`src/rtl/gpio_wb.sv`:
```
// -----------------------------------------------------------------------------
// gpio_wb - Wishbone GPIO peripheral
//
// WIDTH bidirectional pins with per-pin direction, atomic set/clear of the
// output register, multi-stage input synchronisers and per-pin rising/falling
// edge interrupt capture with a write-1-to-clear status register.
// Single-beat Wishbone accesses with a registered one-cycle acknowledge.
//
// Register map (word index = i_wb_adr[4:2]):
//   0 OUT        r/w  output data
//   1 IN         r    synchronised pin value (writes ignored)
//   2 DIR        r/w  direction, 1 = output
//   3 SET        w    OUT |= data (reads 0)
//   4 CLR        w    OUT &= ~data (reads 0)
//   5 RISE_EN    r/w  rising-edge interrupt enable
//   6 FALL_EN    r/w  falling-edge interrupt enable
//   7 IRQ_STATUS r/w1c captured edge events
//
// Ports:
//   i_wb_clk    in   1      clock, all logic on the rising edge
//   i_wb_rst    in   1      asynchronous active-high reset
//   i_wb_adr    in   32     byte address, only [4:2] decoded
//   i_wb_dat    in   32     write data, bits above WIDTH ignored
//   i_wb_we     in   1      1 = write, 0 = read
//   i_wb_stb    in   1      access request, held until ack
//   o_wb_rdt    out  32     read data, valid while o_wb_ack = 1
//   o_wb_ack    out  1      one-cycle acknowledge
//   i_gpio_in   in   WIDTH  asynchronous pin inputs
//   o_gpio_out  out  WIDTH  output data register
//   o_gpio_oe   out  WIDTH  output enable (direction register)
//   o_irq       out  1      OR of all IRQ_STATUS bits
// -----------------------------------------------------------------------------
module gpio_wb #(
    parameter int unsigned      WIDTH       = 8,
    parameter int unsigned      SYNC_STAGES = 2,
    parameter logic [WIDTH-1:0] RESET_OUT   = '0,
    parameter logic [WIDTH-1:0] RESET_DIR   = '0
) (
    input  logic             i_wb_clk,
    input  logic             i_wb_rst,
    input  logic [31:0]      i_wb_adr,
    input  logic [31:0]      i_wb_dat,
    input  logic             i_wb_we,
    input  logic             i_wb_stb,
    output logic [31:0]      o_wb_rdt,
    output logic             o_wb_ack,
    input  logic [WIDTH-1:0] i_gpio_in,
    output logic [WIDTH-1:0] o_gpio_out,
    output logic [WIDTH-1:0] o_gpio_oe,
    output logic             o_irq
);

    typedef enum logic [2:0] {
        REG_OUT     = 3'd0,
        REG_IN      = 3'd1,
        REG_DIR     = 3'd2,
        REG_SET     = 3'd3,
        REG_CLR     = 3'd4,
        REG_RISE_EN = 3'd5,
        REG_FALL_EN = 3'd6,
        REG_STATUS  = 3'd7
    } reg_idx_e;

    // -------------------------------------------------------------------------
    // Register state
    // -------------------------------------------------------------------------
    logic [WIDTH-1:0] out_q, out_d;
    logic [WIDTH-1:0] dir_q, dir_d;
    logic [WIDTH-1:0] rise_en_q, rise_en_d;
    logic [WIDTH-1:0] fall_en_q, fall_en_d;
    logic [WIDTH-1:0] status_q, status_d;
    logic             ack_q;
    logic [31:0]      rdt_q;

    // Synchroniser chain; index 0 is the flop nearest the pin.
    logic [SYNC_STAGES-1:0][WIDTH-1:0] sync_q;
    logic [WIDTH-1:0]                  prev_q;
    logic [WIDTH-1:0]                  sync_s;

    // -------------------------------------------------------------------------
    // Bus decode
    // -------------------------------------------------------------------------
    reg_idx_e         sel;
    logic             accept;
    logic             wr_en;
    logic [WIDTH-1:0] wr_data;
    logic [WIDTH-1:0] rd_val;
    logic [WIDTH-1:0] w1c_mask;
    logic [WIDTH-1:0] rise;
    logic [WIDTH-1:0] fall;
    logic [WIDTH-1:0] event_hit;

    // Address bits outside [4:2] and data bits above WIDTH are intentionally
    // don't-care; folding them here keeps them visibly accounted for.
    logic unused_bits;
    assign unused_bits = ^{i_wb_adr[31:5], i_wb_adr[1:0], i_wb_dat >> WIDTH};

    assign sel     = reg_idx_e'(i_wb_adr[4:2]);
    // A held stb is only taken while ack is low, so each ack carries exactly
    // one access and a continuous stb yields an ack every second cycle.
    assign accept  = i_wb_stb & ~ack_q;
    assign wr_en   = accept & i_wb_we;
    assign wr_data = i_wb_dat[WIDTH-1:0];

    // -------------------------------------------------------------------------
    // Edge detection on the synchronised inputs
    // -------------------------------------------------------------------------
    assign sync_s    = sync_q[SYNC_STAGES-1];
    assign rise      = sync_s & ~prev_q;
    assign fall      = ~sync_s & prev_q;
    assign event_hit = (rise & rise_en_q) | (fall & fall_en_q);

    // -------------------------------------------------------------------------
    // Read mux: always reflects the pre-update register values, so a read on
    // the same edge as a write/event returns the old contents.
    // -------------------------------------------------------------------------
    always_comb begin
        // NOTE: every signal written in a combinational block gets a default
        // before any branch; a path that leaves it unassigned infers a latch.
        rd_val = '0;
        case (sel)
            REG_OUT:     rd_val = out_q;
            REG_IN:      rd_val = sync_s;
            REG_DIR:     rd_val = dir_q;
            REG_RISE_EN: rd_val = rise_en_q;
            REG_FALL_EN: rd_val = fall_en_q;
            REG_STATUS:  rd_val = status_q;
            default:     rd_val = '0; // SET / CLR are write-only
        endcase
    end

    // -------------------------------------------------------------------------
    // Next-state for the software-visible registers
    // -------------------------------------------------------------------------
    always_comb begin
        out_d     = out_q;
        dir_d     = dir_q;
        rise_en_d = rise_en_q;
        fall_en_d = fall_en_q;
        w1c_mask  = '0;
        if (wr_en) begin
            case (sel)
                REG_OUT:     out_d     = wr_data;
                REG_DIR:     dir_d     = wr_data;
                REG_SET:     out_d     = out_q | wr_data;
                REG_CLR:     out_d     = out_q & ~wr_data;
                REG_RISE_EN: rise_en_d = wr_data;
                REG_FALL_EN: fall_en_d = wr_data;
                REG_STATUS:  w1c_mask  = wr_data;
                default:     ; // IN is read-only
            endcase
        end
        // A new event wins over a same-edge write-1-to-clear of that bit.
        status_d = event_hit | (status_q & ~w1c_mask);
    end

    // -------------------------------------------------------------------------
    // Sequential state
    // -------------------------------------------------------------------------
    always_ff @(posedge i_wb_clk or posedge i_wb_rst) begin
        // NOTE: state is updated with non-blocking assignments so every flop
        // samples the pre-edge values, independent of statement order.
        if (i_wb_rst) begin
            out_q     <= RESET_OUT;
            dir_q     <= RESET_DIR;
            rise_en_q <= '0;
            fall_en_q <= '0;
            status_q  <= '0;
            ack_q     <= 1'b0;
            rdt_q     <= '0;
        end else begin
            out_q     <= out_d;
            dir_q     <= dir_d;
            rise_en_q <= rise_en_d;
            fall_en_q <= fall_en_d;
            status_q  <= status_d;
            ack_q     <= accept;
            if (accept) begin
                rdt_q <= 32'(rd_val);
            end
        end
    end

    // Synchroniser and edge-history flops. Reset to 0 so that pins already
    // high at reset release produce a rise, which is harmless because the
    // enables also reset to 0.
    always_ff @(posedge i_wb_clk or posedge i_wb_rst) begin
        if (i_wb_rst) begin
            sync_q <= '0;
            prev_q <= '0;
        end else begin
            sync_q <= {sync_q[SYNC_STAGES-2:0], i_gpio_in};
            prev_q <= sync_s;
        end
    end

    // -------------------------------------------------------------------------
    // Outputs
    // -------------------------------------------------------------------------
    assign o_wb_rdt   = rdt_q;
    assign o_wb_ack   = ack_q;
    assign o_gpio_out = out_q;
    assign o_gpio_oe  = dir_q;
    assign o_irq      = |status_q;

endmodule

```
`config.mk`:
```
export PLATFORM = sky130hd
export DESIGN_NAME = gpio_wb
export DESIGN_NICKNAME = d
export VERILOG_FILES = /design/src/rtl/gpio_wb.sv
export SDC_FILE = /design/constraint.sdc
export NUM_CORES = 1
export LEC_CHECK = 0
export ABC_AREA = 1
export BUFFER_PORTS_ARGS = -buffer_cell sky130_fd_sc_hd__buf_2
export CAP_MARGIN = 10
export CORE_ASPECT_RATIO = 1.1
export CORE_MARGIN = 1.5
export CORE_UTILIZATION = 53
export DETAILED_ROUTE_END_ITERATION = 12
export PLACE_DENSITY = 0.85
export SLEW_MARGIN = 20
export SYNTH_ARGS = -nofsm -noshare
export SYNTH_HDL_FRONTEND = slang
export SYNTH_SLANG_ARGS = --single-unit
```
`constraint.sdc`:
```
create_clock -name i_wb_clk -period 3.1 [get_ports i_wb_clk]
set_input_delay 0 -clock i_wb_clk [delete_from_list [all_inputs] [get_ports i_wb_clk]]
set_output_delay 0 -clock i_wb_clk [all_outputs]
set_load 0.01 [all_outputs]
```
==> flow_metrics.py <==
metrics = {
    "status": {
        "status": "finished, final reports clean",
    },
    "cts": {
        "cts_setup_buffers": 0,
        "cts_repair_resize_count": 0,
        "ctsHoldBuffers": 17,
        "clock_sinks": 73,
        "htree_num_levels": 3,
        "path_clk_slew_ps": 70,
        "numCtsBuffers": 9,
        "root_buffer": "clkbuf_8",
        "clockBufferDepth": 2,
        "cts_tree": "built",
        "clk_latency_ps": 350,
    },
    "grt": {
        "grt_pass1_wl_um": 11900,
        "grt_pass1_vias": 2486,
        "grtUsageTotal_pct": 23.39,
        "grt_max_degree": 29,
        "antenna_found_initial": 0,
        "overflow": 0,
    },
    "synth": {
        "yosys.area.top_type": "dfrtp_1",
        "synth_ff_type": "dfrtp_1",
        "yosysSeqAreaShare_pct": 53.83,
        "synth_top_area_share_pct": 53.83,
        "yosysMostFrequentCell": "nand2_1",
        "ys_seq_elements": 73,
        "ys_warn_count": 0,
        "async_flop_share_pct": 100.0,
        "syn-instance-count": 384,
        "synth_area_leaders": "dfrtp_1 (54%), nand2_1 (11%), buf_4 (5.5%), nand4_1 (5.0%), inv_1 (3.9%)",
        "synth_cell_types": 28,
        "yosys-top-cells-count": "nand2_1 (96), dfrtp_1 (73), inv_1 (35)",
        "synth_edf_count": 0,
        "syn_avg_cell_area_um2": 8.837,
        "syn_area_um2": 3393,
    },
    "power_and_ir_drop": {
        "power.density_nw_per_um2": 584.1,
        "worst_ir_drop_vdd_mv": 0.4491,
        "p_leak_uw": 0.001982,
        "finalPower_uw": 2279,
    },
    "drt": {
        "drt_iter0_markers": 305,
        "ant_nets": 0,
        "drt_pass1_iterations": 5,
        "drt_drc_violations_left": 0,
        "routed_via_density": 5.382,
        "routed_wl_um": 7420,
        "wl_per_cell_um": 13.95,
        "vias": 2863,
    },
    "sta": {
        "fin_tns_setup_ps": 0,
        "slew_headroom_pct": 54.48,
        "slew_violations": 0,
        "rsz0062_at_grt": "no",
        "fin_crit_sh_pct": 59.32,
        "period_minus_slack_ps": 1839,
        "fin_skew_ps": 6.926,
        "tightest_slew_ps": 680.5,
        "hold_violations": 0,
        "fmax_mhz": 543.8,
        "final-setup-viol-count": 0,
    },
    "setup_path": {
        "crit_type": "reg -> reg",
        "critPathBufInv": 1,
        "r2r_end": "o_gpio_out[3]",
        "crit_arrival_ps": 2120,
        "required_ps": 3380,
        "rrSetupSlack_ps": 1260,
        "worstSetupStartpointType": "flip-flop",
        "critPathMostFrequentCell": "nand2_1",
        "cp_max_fo": 11,
        "cpMaxStageDelayCell": "dfrtp_1",
        "r2r_start": "o_wb_ack",
        "critPathMaxStageDelay_ps": 380,
        "path_cells": "inv_1 > nand2_1 > nor2_2 > nand2_2 > nor2_4 > nand2_1 > o21ai_1",
        "end_kind": "flip-flop",
        "reg2reg_depth": 7,
        "critical_path.top_delay_family": "simple AND/OR/NAND/NOR gates",
    },
    "die": {
        "fp.dieW_um": 79.29,
        "initial_core_util_pct": 54.79,
        "dieArea_um2": 6892,
        "core_um2": 6193,
        "die_h_um": 86.92,
        "rows": 30,
        "boundaryPins": 126,
    },
    "cells_and_area": {
        "fin_nets": 523,
        "final_layout_size_suffix_gt1_share_pct": 17.92,
        "final_cell_area_um2": 3902,
        "n_antenna_cell": 0,
        "syn_to_final_growth_pct": 15.01,
        "final_cells": 532,
        "post-route-util_pct": 63.01,
    },
    "placed_design": {
        "placed_area_um2": 3558,
        "placed_cells": 499,
        "gp_congestion": 0.8402,
        "post-dp-hpwl_um": 4889,
        "port_buffers": 48,
    },
    "worst_hold_path": {
        "min_from": "i_wb_we",
        "min_path_type": "in -> reg",
        "hold_path_depth": 5,
        "hold_end": "rise_en_q[6]",
    },
    "job": {
        "cap_violations": 0,
    },
}
registers in the layout (all words and copies together) (netlist names):
register,count
fall_en_q,8
o_gpio_oe,8
o_gpio_out,8
o_wb_rdt,8
prev_q,8
rise_en_q,8
status_q,8
sync_q,8
sync_s,8
o_wb_ack,1
through the flow:
stage                     hold slack, ps  setup WS [ps]
final                              162.4           1261
after global routing               190.7           1055
after CTS                          160.8           1246
after detailed placement           78.37           1274
after global placement             79.52           1360
after floorplan                    31.43           1247
layout make-up:
cell class | instances | area, um2
inverters | 38 | 142.6
clock buffers | 13 | 158.9
clock inverters | 3 | 15.01
repair buffers | 67 | 425.4
well taps | 80 | 100.1
fillers | 546 | 2291
multi-input cells | 258 | 1234
flip-flops and latches | 73 | 1827
cells in the final DEF, fill, tap and decap left out:
cell	count
inv_2	3
nand3_2	2
inv_1	34
clkbuf_1	2
clkbuf_8	11
nand3b_1	2
nand3_1	10
nand4_2	1
buf_2	48
nor4_1	2
nor3_1	4
clkinv_2	3
nand2_1	96
nor2_4	3
nor2_1	18
clkinv_1	1
nand4_1	27
nor2_2	2
nand2_2	5
a21oi_1	14
o21ai_0	13
o21ai_1	25
buf_4	2
a31oi_1	4
dfrtp_1	73
o211ai_1	4
conb_1	24
dlygate4sd3_1	17
o21a_1	1
nor3_4	1
kinds of logic after synthesis:
group	count (synthesis)	share of synthesized area (%)
buf+inv	76	12.35
other cells	1	0.1105
compound gates	61	9.513
simple gates	173	24.19
flops	73	53.83
power breakdown:
group,internal [uW],total [uW],switching [uW]
clock,331,661,331
combinational,163,416,253
sequential,1100,1200,105
total,1590,2280,689
worst max path at each step:
stage             start  depth (start not counted)  slack (ps)            end
2_1_floorplan  i_wb_rst                          1        1250   fall_en_q[0]
5_1_grt        o_wb_ack                          5        1050   fall_en_q[1]
4_1_cts        o_wb_ack                          7        1250  o_gpio_out[3]
6_report       o_wb_ack                          7        1260  o_gpio_out[3]
3_3_place_gp   o_wb_ack                          7        1360  o_gpio_out[7]
3_5_place_dp   o_wb_ack                          7        1270  o_gpio_out[3]
worst register-to-register path, stage by stage, from the launching register on:
cell and delay [ps]:
dfrtp_1 380, inv_1 50, nand2_1 250, nor2_2 320, nand2_2 240, nor2_4 330
nand2_1 100, o21ai_1 100
layer usage:
layer	routed length (um)	track usage, %
met5	0	0
met4	199	12.12
met3	585	5.759
met2	3575	35.51
met1	3059	31.25
Power figures use the tool's default switching activity.
